$ cat src/rtl/alu_pkg.sv
// Shared ALU opcode encodings and the sequencer state type.
// Used by the ALU, the sequencer and their benches.
package alu_pkg;

   localparam logic [2:0] ALU_AND = 3'b000;
   localparam logic [2:0] ALU_OR  = 3'b001;
   localparam logic [2:0] ALU_XOR = 3'b010;
   localparam logic [2:0] ALU_NOR = 3'b011;
   localparam logic [2:0] ALU_SLT = 3'b100;
   localparam logic [2:0] ALU_ADD = 3'b101;
   localparam logic [2:0] ALU_SUB = 3'b110;
   localparam logic [2:0] ALU_MOD = 3'b111;

   typedef enum logic [2:0] {
      IDLE,
      EXEC,
      MOD_CMP,
      MOD_SUB,
      RESP
   } state_t;

endpackage

$ cat src/rtl/alu_sequencer.sv
// Sequences valid/ready requests onto a combinational 32-bit ALU; MOD is
// run as a compare/subtract loop on the same ALU with error detection.
//
// state   | meaning
// IDLE    | ready for a request, ALU inputs parked at zero
// EXEC    | latched request on the ALU; single-cycle ops finish here
// MOD_CMP | SLT rem,b: rem < b means rem is the remainder
// MOD_SUB | SUB rem,b: rem shrinks by b, iteration count bumps
// RESP    | response held until rsp_ready
module alu_sequencer
   import alu_pkg::*;
#(
   parameter int WIDTH    = 32,
   parameter int MAX_ITER = 1024
) (
   input  logic             CLK,
   input  logic             reset,
   input  logic             req_valid,
   output logic             req_ready,
   input  logic [2:0]       req_op,
   input  logic [WIDTH-1:0] req_a,
   input  logic [WIDTH-1:0] req_b,
   input  logic             req_cin,
   output logic             rsp_valid,
   input  logic             rsp_ready,
   output logic [WIDTH-1:0] rsp_result,
   output logic             rsp_cout,
   output logic             rsp_err,
   output logic [WIDTH-1:0] alu_ain,
   output logic [WIDTH-1:0] alu_bin,
   output logic [2:0]       alu_op,
   output logic             alu_cin,
   input  logic [WIDTH-1:0] alu_result,
   input  logic             alu_cout
);

   localparam int IW = $clog2(MAX_ITER + 1);
   localparam logic [IW-1:0] ITER_LIM = IW'(MAX_ITER);

   state_t           state;
   logic [2:0]       op_q;
   logic [WIDTH-1:0] a_q;
   logic [WIDTH-1:0] b_q;
   logic             cin_q;
   logic [WIDTH-1:0] rem;
   logic [IW-1:0]    iter;
   logic [IW-1:0]    iter_nxt;
   logic             mod_bad;

   assign req_ready = (state == IDLE);
   assign iter_nxt  = iter + IW'(1);
   // remainder loop only handles non-negative signed operands and a nonzero divisor
   assign mod_bad   = (b_q == '0) || a_q[WIDTH-1] || b_q[WIDTH-1];

   always_comb begin
      alu_ain = '0;
      alu_bin = '0;
      alu_op  = ALU_AND;
      alu_cin = 1'b0;
      case (state)
         EXEC: begin
            alu_ain = a_q;
            alu_bin = b_q;
            alu_op  = op_q;
            alu_cin = cin_q;
         end
         MOD_CMP: begin
            alu_ain = rem;
            alu_bin = b_q;
            alu_op  = ALU_SLT;
         end
         MOD_SUB: begin
            alu_ain = rem;
            alu_bin = b_q;
            alu_op  = ALU_SUB;
         end
         default: ;
      endcase
   end

   always_ff @(posedge CLK) begin
      if (reset) begin
         state      <= IDLE;
         op_q       <= '0;
         a_q        <= '0;
         b_q        <= '0;
         cin_q      <= 1'b0;
         rem        <= '0;
         iter       <= '0;
         rsp_valid  <= 1'b0;
         rsp_result <= '0;
         rsp_cout   <= 1'b0;
         rsp_err    <= 1'b0;
      end else begin
         case (state)
            IDLE: begin
               if (req_valid) begin
                  op_q  <= req_op;
                  a_q   <= req_a;
                  b_q   <= req_b;
                  cin_q <= req_cin;
                  state <= EXEC;
               end
            end
            EXEC: begin
               if (op_q != ALU_MOD) begin
                  rsp_result <= alu_result;
                  rsp_cout   <= alu_cout;
                  rsp_err    <= 1'b0;
                  rsp_valid  <= 1'b1;
                  state      <= RESP;
               end else if (mod_bad) begin
                  rsp_result <= a_q;
                  rsp_cout   <= 1'b0;
                  rsp_err    <= 1'b1;
                  rsp_valid  <= 1'b1;
                  state      <= RESP;
               end else begin
                  rem   <= a_q;
                  iter  <= '0;
                  state <= MOD_CMP;
               end
            end
            MOD_CMP: begin
               if (alu_result[0]) begin
                  rsp_result <= rem;
                  rsp_cout   <= 1'b0;
                  rsp_err    <= 1'b0;
                  rsp_valid  <= 1'b1;
                  state      <= RESP;
               end else begin
                  state <= MOD_SUB;
               end
            end
            MOD_SUB: begin
               rem  <= alu_result;
               iter <= iter_nxt;
               if (iter_nxt == ITER_LIM) begin
                  rsp_result <= alu_result;
                  rsp_cout   <= 1'b0;
                  rsp_err    <= 1'b1;
                  rsp_valid  <= 1'b1;
                  state      <= RESP;
               end else begin
                  state <= MOD_CMP;
               end
            end
            RESP: begin
               if (rsp_ready) begin
                  rsp_valid <= 1'b0;
                  state     <= IDLE;
               end
            end
            default: state <= IDLE;
         endcase
      end
   end

endmodule

$ cat config.mk
export PLATFORM = sky130hd
export DESIGN_NAME = alu_sequencer
export DESIGN_NICKNAME = d
export VERILOG_FILES = /design/src/rtl/alu_pkg.sv /design/src/rtl/alu_sequencer.sv
export SDC_FILE = /design/constraint.sdc
export NUM_CORES = 1
export LEC_CHECK = 0
export CAP_MARGIN = 10
export CELL_PAD_IN_SITES_DETAIL_PLACEMENT = 1
export CELL_PAD_IN_SITES_GLOBAL_PLACEMENT = 1
export CORE_UTILIZATION = 32
export CTS_BUF_LIST = sky130_fd_sc_hd__clkbuf_16
export CTS_CLUSTER_DIAMETER = 30
export DETAILED_ROUTE_END_ITERATION = 8
export GPL_ROUTABILITY_DRIVEN = 0
export HOLD_SLACK_MARGIN = 0.03
export PLACE_DENSITY = 0.86
export SLEW_MARGIN = 20
export SYNTH_ARGS = -nofsm -noshare
export SYNTH_HDL_FRONTEND = slang
export SYNTH_SLANG_ARGS = --single-unit
$ cat constraint.sdc
create_clock -name CLK -period 2.02 [get_ports CLK]
set_input_delay 0.202 -clock CLK [delete_from_list [all_inputs] [get_ports CLK]]
set_output_delay 0.202 -clock CLK [all_outputs]
set_load 0.05 [all_outputs]
==> impl_results.md <==
* Status: finished, violations left
* Failing checks: setup timing
* Arrival @ worst endpoint at roughly 2600 ps
* Total power draw at 0.00789 W
* Highest clock rate at 440 MHz
* Post-Synth Adder-Cell Area at less than 1%
* Io pins at between 200 and 250
* Syn nets at 1161
* Chip height at 160 microns
* Fillers at between 2000 and 3000
* Period utilisation layout at 113%
* Yosys Warn Count at 0
* Crit path cell chain: nor4_2 -> nand4_1 -> buf_4 -> o2111ai_4 -> buf_12 -> buf_12 -> nand2_1 -> a311oi_1
* Via count of the first global-routing pass at around 10000
* CP peak stage delay at around 400 ps
* Root Buffer: clkbuf_16
* Worst setup EP type: flop
* FF/Latch Area at approximately 3000 sq um
* Clock tree buffer depth at 2
* DR vias/cell at roughly 6.2
* XOR/XNOR Fraction of Synth Area at 0%
* Share of cells above drive strength 1 at between 20% and 30%
* Post-synth top area share at between 30% and 40%
* TritonCTS Sinks at approximately 150
* Syn Inst Count at about 1100
* Most used cell, CP: buf_12
* Hold Path Class: input pin to flop
* GRT Overall Usage at about 28%
* Cell variety after synth at 58
* Top FF cell, synth: dfxtp_1
* Worst slew margin at between 60% and 70%
* FP Rows at 57
* Pin count of the biggest net entering global routing at 67
* Num CTS Buffers at 17
* PwrDens at 612 nW/um^2
* Place WS at -168 ps
* Antenna viol nets, final at 0
* Net switching power at about 0.0025 W
* Final net count at between 1000 and 1500
* Starting Density at between 30% and 40%
* Crit-path max FO at 9
* CTS Hold Bufs at 0
* Internal at ~0.0054 W
* Setup Skew at 16.1 ps
* CTS tree: built
* DRT iter0 DRCs at 1159
* CTS clk-pin slew, worst paths at approximately 70 ps
* Port bufs at ~210
* Core footprint at about 24000 sq um
* Area leader, netlist: dfxtp_1
* CP Class: flop to flop
* Setup ws final at -255 ps
* WP data required at 2340 ps
* Area Growth Syn to Fin at 60.6%
* Synth Area in Compound Gates at between 30% and 40%
* Slowest CP cell: a311oi_1
* Crit path launch type: flop
* CP top delay family: compound AO/OA/AOI/OAI gates
* Final count of hold timing violations at 0
* Final std cells w/o fill at 1630
* Grt total ovfl at 0
* Hpwl dp at around 22000 microns
* Avg Cell Area, Syn at 7.60 sq um
* Post-Route WL at about 42000 microns
* Combinational group share of total power at 19.2%
* Clock network fraction of design power at 39.9%
* DRC at 0
* Largest cells by area after synthesis: dfxtp_1, nand2_1, a21oi_1
* Worst Path Buf+Inv at 3
* Placed Instances at 1559
* Register bit count reported by yosys at roughly 150
* H-tree levels at 4
* Max rail drop VDD at 0.603 mV
* Net Sw Frac at roughly 31%
* Max-Cap Viols at 0
* Tmin final at between 2000 and 2500 ps
* Drt wl/cell at 26.0 microns
* Worst-Margin Slew at 594 ps
* Post-synthesis async set-or-reset flop share at 0%
* Main combinational cell family by area after synthesis: compound AO/OA/AOI/OAI gates
* First-pass GRT wire length at roughly 56000 microns
* Leak at 5.03 nW
* Syn Std Cell Area at 8020 sq um
* Final-report max-slew violation count at 0
* Multi-input gate area at slightly above 5000 sq um
* TritonRoute pass-1 iters at 6
* RSZ-0062 raised after global routing: yes
* Seq pwr share at between 40% and 50%
* Simple-Gate Fraction of Synth Area at between 20% and 30%
* Initial antenna violation count at 2
* Worst skew pair latency at approximately 450 ps
* Setup Viol. Count Final at 140
* Via count at 10100
* Die X at ~160 microns
* Post-synthesis sequential area ratio at between 30 and 40%
* Die footprint at approximately 26000 sq um
* Setup_tns at -15420 ps
* Mux cell area share after synthesis at 0.250%
* Number of flops mapped to enable cells by yosys at 0
==> cell families after synthesis <==
family,after synthesis
adder cells (fa/ha/maj),1
AO/OA/AOI/OAI,338
flip-flops,149
buffers and inverters,137
AND/OR/NAND/NOR,428
multiplexers,2
==> stage by stage <==
stage	instance area (sq um)	utilization, %	hold WS (ps)
after floorplan	8040	-	338
after global placement	10700	43.9	440
after detailed placement	10700	43.9	450
after CTS	12100	49.4	212
after global routing	12900	52.6	263
final	12900	52.6	252
==> what timing repair did <==
action | CTS | global route
pin swaps | 38 | 31
setup buffers | 15 | 12
setup endpoints to repair | 144 | 146
resized for setup | 142 | 128
gates cloned | 4 | 11
==> state kept, by name, indices dropped and copies added (netlist names), 3 cells and up <==
signal / cells
a_q: 32
iter: 11
rem: 32
b_q: 32
rsp_result: 32
state: 3
op_q: 3
==> layout make-up <==
class	instances	share of cell area [%]
clock inverter	15	1.04
multi-input combinational	769	40.2
timing repair buffer	320	28.0
antenna	1	0.0194
inverter	35	1.02
clock buffer	17	3.30
tap	324	3.15
sequential	149	23.3
==> power by group through the flow <==
stage | clock network (W) | registers, W | logic (W)
floorplan | 0 | 0.00335 | 0.000534
global placement | 0 | 0.00325 | 0.00122
detailed placement | 0 | 0.00326 | 0.00124
CTS | 0.00311 | 0.00320 | 0.00139
global route | 0.00327 | 0.00324 | 0.00158
finish | 0.00315 | 0.00322 | 0.00152
==> layout by cell type, fill, tap and decap left out, drive strengths merged, types with 2 or more instances in the layout <==
master	count
a211oi	34
a21oi	82
a221o	32
a22o	32
a311oi	37
a31oi	3
and2	3
and2b	20
buf	171
clkbuf	28
clkdlybuf4s50	138
clkinv	8
clkinvlp	4
dfxtp	149
inv	37
mux2i	2
nand2	238
nand2b	3
nand3	14
nand4	4
nor2	44
nor2b	47
nor3	37
nor4	10
o2111a	2
o2111ai	3
o211a	32
o21ai	70
or2	2
or4	2
==> synthesized netlist by cell type, drive strengths merged (2+ instances only) <==
library cell	n
nor2b	47
o211a	32
dlygate4sd1	2
nor4	10
o2111ai	3
o2111a	2
or2	2
nand4	4
dfxtp	149
a211oi	34
mux2i	2
a21oi	82
clkbuf	67
nor3	37
a31oi	3
nand2b	3
a311oi	37
nand2	238
o21ai	70
and2	3
nand3	14
a22o	32
or4	2
and2b	20
nor2	44
a221o	32
inv	35
buf	33
==> worst reg2reg max path, cell delays in order (launching register included) <==
cell,delay (ps)
dfxtp_1,370
nor4_2,370
nand4_1,140
buf_4,180
o2111ai_4,250
buf_12,220
buf_12,150
nand2_1,70
a311oi_1,400
==> worst paths after layout <==
check | to | from | slack, ps | cells past startpoint
worst min-delay path | a_q[0] | reset | 250 | 2
worst min register to register | cin_q | cin_q | 460 | 2
worst max-delay path | rem[4] | b_q[11] | -250 | 8
worst max register to register | rem[4] | b_q[11] | -250 | 8
==> metal layers <==
| layer | routed length, microns | vias up | track usage [%] |
|---|---|---|---|
| met2 | 20400 | 659 | 46.9 |
| met1 | 16300 | 4972 | 32.5 |
| li1 | - | 4245 | - |
| met3 | 3200 | 196 | 5.17 |
| met4 | 2510 | 2 | 17.5 |
| met5 | 45 | - | 0 |
(Power assumes the default switching activity.)
